## src/rtl/dsp_be_mlse_tap_pipe.sv

```systemverilog
// MLSE tap pipeline: registers d0/dm1/dm2 pattern flags and dm2 arithmetic results
// per lane, carrying the top two lanes of the previous accepted beat across beats.
package dsp_be_mlse_tap_pipe_pkg;
    typedef struct packed {
        logic p1a;
        logic p1b;
        logic p2;
        logic p3a;
        logic p3b;
        logic p3o;
        logic p4m;
        logic p4p;
    } flag_unit_t;

    typedef struct packed {
        logic [7:0] dpre;
        logic [7:0] dpst;
        logic [7:0] dcomp;
    } ari_unit_t;
endpackage

module dsp_be_mlse_tap_pipe
    import dsp_be_mlse_tap_pipe_pkg::*;
#(
    parameter int unsigned PRLL_RANK = 16
) (
    input  logic                                 i_clk,
    input  logic                                 i_rst,
    input  logic                                 i_vld,
    input  logic                                 i_flush,
    input  flag_unit_t [PRLL_RANK-1:0]           i_flag_unit,
    input  ari_unit_t  [PRLL_RANK-1:0]           i_ari_unit,
    output logic                                 o_vld,
    output flag_unit_t [PRLL_RANK-1:0][2:0]      o_flag_unit_d0m1m2,
    output ari_unit_t  [PRLL_RANK-1:0]           o_ari_unit_dm2,
    output logic                                 o_hist_ok
);

    typedef enum logic {
        COLD = 1'b0,
        WARM = 1'b1
    } state_e;

    state_e state_q, state_d;

    logic accept;

    // hist_*[0] holds lane PRLL_RANK-2, hist_*[1] holds lane PRLL_RANK-1
    flag_unit_t [1:0] hist_flag_q, hist_flag_d;
    ari_unit_t  [1:0] hist_ari_q,  hist_ari_d;

    flag_unit_t [PRLL_RANK-1:0][2:0] tap_flag;
    ari_unit_t  [PRLL_RANK-1:0]      tap_ari;

    flag_unit_t [PRLL_RANK-1:0][2:0] flag_out_q, flag_out_d;
    ari_unit_t  [PRLL_RANK-1:0]      ari_out_q,  ari_out_d;
    logic                            vld_q, vld_d;
    logic                            hist_ok_q, hist_ok_d;

    assign accept = i_vld & ~i_flush;

    for (genvar k = 0; k < PRLL_RANK; k++) begin : g_lane
        assign tap_flag[k][2] = i_flag_unit[k];
        if (k == 0) begin : g_lane0
            assign tap_flag[k][1] = hist_flag_q[1];
            assign tap_flag[k][0] = hist_flag_q[0];
            assign tap_ari[k]     = hist_ari_q[0];
        end else if (k == 1) begin : g_lane1
            assign tap_flag[k][1] = i_flag_unit[0];
            assign tap_flag[k][0] = hist_flag_q[1];
            assign tap_ari[k]     = hist_ari_q[1];
        end else begin : g_lane_n
            assign tap_flag[k][1] = i_flag_unit[k-1];
            assign tap_flag[k][0] = i_flag_unit[k-2];
            assign tap_ari[k]     = i_ari_unit[k-2];
        end
    end

    always_ff @(posedge i_clk) begin
        if (i_rst) begin
            state_q <= COLD;
        end else begin
            state_q <= state_d;
        end
    end

    always_comb begin
        state_d = state_q;
        if (i_flush) begin
            state_d = COLD;
        end else if (i_vld) begin
            state_d = WARM;
        end
    end

    always_comb begin
        hist_flag_d = hist_flag_q;
        hist_ari_d  = hist_ari_q;
        flag_out_d  = flag_out_q;
        ari_out_d   = ari_out_q;
        vld_d       = accept;
        hist_ok_d   = accept && (state_q == WARM);
        if (i_flush) begin
            hist_flag_d = '0;
            hist_ari_d  = '0;
        end else if (i_vld) begin
            hist_flag_d[0] = i_flag_unit[PRLL_RANK-2];
            hist_flag_d[1] = i_flag_unit[PRLL_RANK-1];
            hist_ari_d[0]  = i_ari_unit[PRLL_RANK-2];
            hist_ari_d[1]  = i_ari_unit[PRLL_RANK-1];
            flag_out_d     = tap_flag;
            ari_out_d      = tap_ari;
        end
    end

    always_ff @(posedge i_clk) begin
        if (i_rst) begin
            hist_flag_q <= '0;
            hist_ari_q  <= '0;
            flag_out_q  <= '0;
            ari_out_q   <= '0;
            vld_q       <= 1'b0;
            hist_ok_q   <= 1'b0;
        end else begin
            hist_flag_q <= hist_flag_d;
            hist_ari_q  <= hist_ari_d;
            flag_out_q  <= flag_out_d;
            ari_out_q   <= ari_out_d;
            vld_q       <= vld_d;
            hist_ok_q   <= hist_ok_d;
        end
    end

    assign o_vld              = vld_q;
    assign o_hist_ok          = hist_ok_q;
    assign o_flag_unit_d0m1m2 = flag_out_q;
    assign o_ari_unit_dm2     = ari_out_q;

endmodule

```

## config.mk

```make
export PLATFORM = sky130hd
export DESIGN_NAME = dsp_be_mlse_tap_pipe
export DESIGN_NICKNAME = d
export VERILOG_FILES = /design/src/rtl/dsp_be_mlse_tap_pipe.sv
export SDC_FILE = /design/constraint.sdc
export NUM_CORES = 1
export LEC_CHECK = 0
export CAP_MARGIN = 15
export CELL_PAD_IN_SITES_DETAIL_PLACEMENT = 1
export CELL_PAD_IN_SITES_GLOBAL_PLACEMENT = 1
export CORE_AREA = 2 2 499 501
export CTS_CLUSTER_DIAMETER = 120
export DETAILED_ROUTE_END_ITERATION = 10
export DIE_AREA = 0 0 501 503
export GPL_TIMING_DRIVEN = 0
export PLACE_DENSITY = 0.35
export SYNTH_ARGS = -nofsm -noshare
export SYNTH_HDL_FRONTEND = slang
export SYNTH_SLANG_ARGS = --single-unit
```

## constraint.sdc

```tcl
create_clock -name i_clk -period 1.1 [get_ports i_clk]
set_input_delay 0.11 -clock i_clk [delete_from_list [all_inputs] [get_ports i_clk]]
set_output_delay 0.11 -clock i_clk [all_outputs]
set_load 0.1 [all_outputs]
```

==> impl_metrics.py <==
metrics = {
    "floorplan": {
        "fp.dieH_um": 503,
        "ios": 1286,
        "design.die.area_um2": 252000,
        "die_x_um": 501,
        "core_um2": 247000,
        "num_rows": 183,
        "start_util_pct": 11.3,
    },
    "clock_network": {
        "cts_buffer_depth": 3,
        "clock-sinks": 595,
        "clk_latency_ps": 710,
        "cts.clk_slew.worst_paths_ps": 60,
        "cts_tree": "done",
        "cts_buffers": 92,
        "cts_max_level": 3,
        "cts_root_buf": "clkbuf_16",
    },
    "timing": {
        "timing.final.crit_period_ps": 1560,
        "rsz0062_at_grt": "true",
        "worst_clock_skew_ps": 34.2,
        "max_freq_ghz": 0.643,
        "layout_setup_ws_ps": -456,
        "setup_viol": 770,
        "slew_viol_final": 0,
        "final_hold_viol_count": 0,
        "relSlewSlack_pct": 46.6,
        "tightest_slew_ps": 801,
        "fin_crit_sh_pct": 141,
    },
    "logic_synthesis": {
        "syn-cell-area_um2": 27900,
        "yosysTopAreaCellShare_pct": 42.7,
        "yosys_warnings": 0,
        "yosys.area.top_type": "dfxtp_1",
        "yosysUniqueCellTypes": 16,
        "netlist_top_cells_area": "dfxtp_1 (43%), nand4bb_1 (21%), nand2b_1 (12%)",
        "syn_nets": 3379,
        "synth_cells": 2863,
        "syn-mean-instance-area_um2": 9.75,
        "seq_area_frac_synth_pct": 42.7,
        "ys_seq_elements": 595,
    },
    "setup_path": {
        "path_cells": "buf_4 > buf_12",
        "start_kind": "flip-flop",
        "crit_path_end_kind": "output port",
        "slowest_stage": "dfxtp_4",
        "required_ps": 990,
        "worstPathMaxFanout": 4,
        "cpPeakStageDelay_ps": 410,
        "crit_type": "reg -> out",
        "cp.arrival_ps": 1450,
    },
    "pwr": {
        "p_leak_nw": 23.1,
        "p_per_area_nw_per_um2": 1250,
        "peakVddDrop_uv": 1070,
    },
    "grt": {
        "grt_max_degree": 15,
        "grtUsageTotal_pct": 15.9,
        "grt_pass1_vias": 31758,
        "grt-ovfl-total": 0,
        "antenna_found_initial": 97,
        "grt_pass1_wl_um": 278000,
    },
    "placement": {
        "pre_cts_ws_ps": -1550,
        "detailed_place.area_um2": 46200,
        "numPortBuffers": 1282,
        "dp_hpwl_um": 167000,
        "place_congestion": 0.757,
    },
    "routing": {
        "routed_wl_um": 210000,
        "drt_iter0_drc": 984,
        "drc": 0,
        "drt-pass1-iter-count": 4,
        "final_antenna_net_count": 0,
        "vias_per_cell": 3.64,
        "routedWlPerCell_um": 25.8,
        "vias": 29634,
    },
    "flow_run": {
        "drv_cap": 0,
    },
    "final_layout": {
        "fillers": 27351,
        "final_cell_mix": "buf_12 (765), nand2b_1 (528), nand4bb_1 (528)",
        "final_common_cell": "buf_12",
        "nets": 5315,
        "syn2layout_area_growth_pct": 127,
        "stdcell_area_um2": 63300,
        "drive_gt1_share_pct": 40.2,
    },
    "outcome": {
        "status": "finished with violations",
        "violations": "setup timing",
    },
    "hold_path": {
        "hold_path_class": "in -> reg",
    },
}
==> metrics by stage <==
step | util, % | power [W] | hold slack [ps] | setup TNS [ps] | cells
finish | 25.6 | 0.0793 | 104 | -245470 | 8143
global route | 25.6 | 0.0828 | 52.7 | -316260 | 8136
CTS | 21.9 | 0.0781 | 0.00577 | -533110 | 8030
detailed placement | 18.7 | 0.0437 | 453 | -1048670 | 7402
global placement | 18.5 | 0.0436 | 448 | -1057690 | 7382
floorplan | - | 0.0363 | 257 | 0 | 2863
==> sequential cells by signal, summed over array words and instances, names as in the netlist <==
| name | cells |
|---|---|
| hist_flag_q | 16 |
| hist_ari_q | 48 |
| o_flag_unit_d0m1m2 | 144 |
| o_ari_unit_dm2 | 384 |
| o_hist_ok | 1 |
| o_vld | 1 |
| state_q | 1 |
==> critical path: cells and delay by family, from the launching register on <==
| family | cells | cell delay, ps |
|---|---|---|
| flops | 1 | 410 |
| buf+inv | 2 | 300 |
==> area by class of cell <==
cell class	count	area [um2]	area share (%)
repair buffers	1842	25900	41.0
diodes	38	95.1	0.150
clock inverters	27	428	0.676
clock buffers	136	2650	4.19
flip-flops and latches	595	13100	20.7
plain buffers	549	4250	6.72
multi-input cells	1719	12800	20.2
well taps	3237	4050	6.40
==> cells by family (layout without fill, tap and decap cells) <==
group                  count (synthesis)  after routing  synth area share, %
AND/OR/NAND/NOR                     1127           1127                 34.1
flip-flops                           595            595                 42.7
buffers and inverters                549           2554                 11.4
AO/OA/AOI/OAI                        528            528                 9.47
multiplexers                          64             64                 2.30
other                                  0             38                    0
==> power breakdown <==
part / switching, W / internal (W) / total (W)
logic: 0.0144 / 0.0101 / 0.0245
clock network: 0.0127 / 0.0183 / 0.0310
registers: 0.00139 / 0.0224 / 0.0238
==> Yosys cell counts <==
cell         n
nand2b_1   528
o21ai_1    392
buf_1        3
nand2_1      1
clkbuf_2    50
mux2i_1     64
o21ai_0    136
dfxtp_1    595
or2_1        1
buf_4      251
clkbuf_1   209
nor2b_1      2
buf_2       24
nand4bb_1  528
buf_6       12
nor2_1      67
==> routing by layer <==
layer  wire length (um)  vias up  GRT usage (%)
met4               4590       30           3.45
li1                   -    13825              -
met1              78300    14500           17.1
met5                177        -              0
met3              15300      257           4.91
met2             111000     1022           30.0
==> path summary, 6_finish.rpt <==
| path | endpoint | cells past startpoint | from | slack, ps |
|---|---|---|---|---|
| setup reg to reg | o_flag_unit_d0m1m2[317] | 3 | o_flag_unit_d0m1m2[317] | 330 |
| hold / removal | o_ari_unit_dm2[207] | 4 | i_vld | 100 |
| hold reg to reg | o_ari_unit_dm2[329] | 2 | o_ari_unit_dm2[329] | 470 |
| setup / recovery | o_flag_unit_d0m1m2[48] | 2 | o_flag_unit_d0m1m2[48] | -460 |
==> timing repair <==
item,4_1_cts,5_1_grt
hold buffers,458,0
endpoints found under the setup margin,1290,1301
endpoints found under the hold margin,458,0
buffers inserted,9,80
gates resized for setup,5141,2226
pin swaps,0,0
No activity file was read; power rests on OpenSTA's default activity.
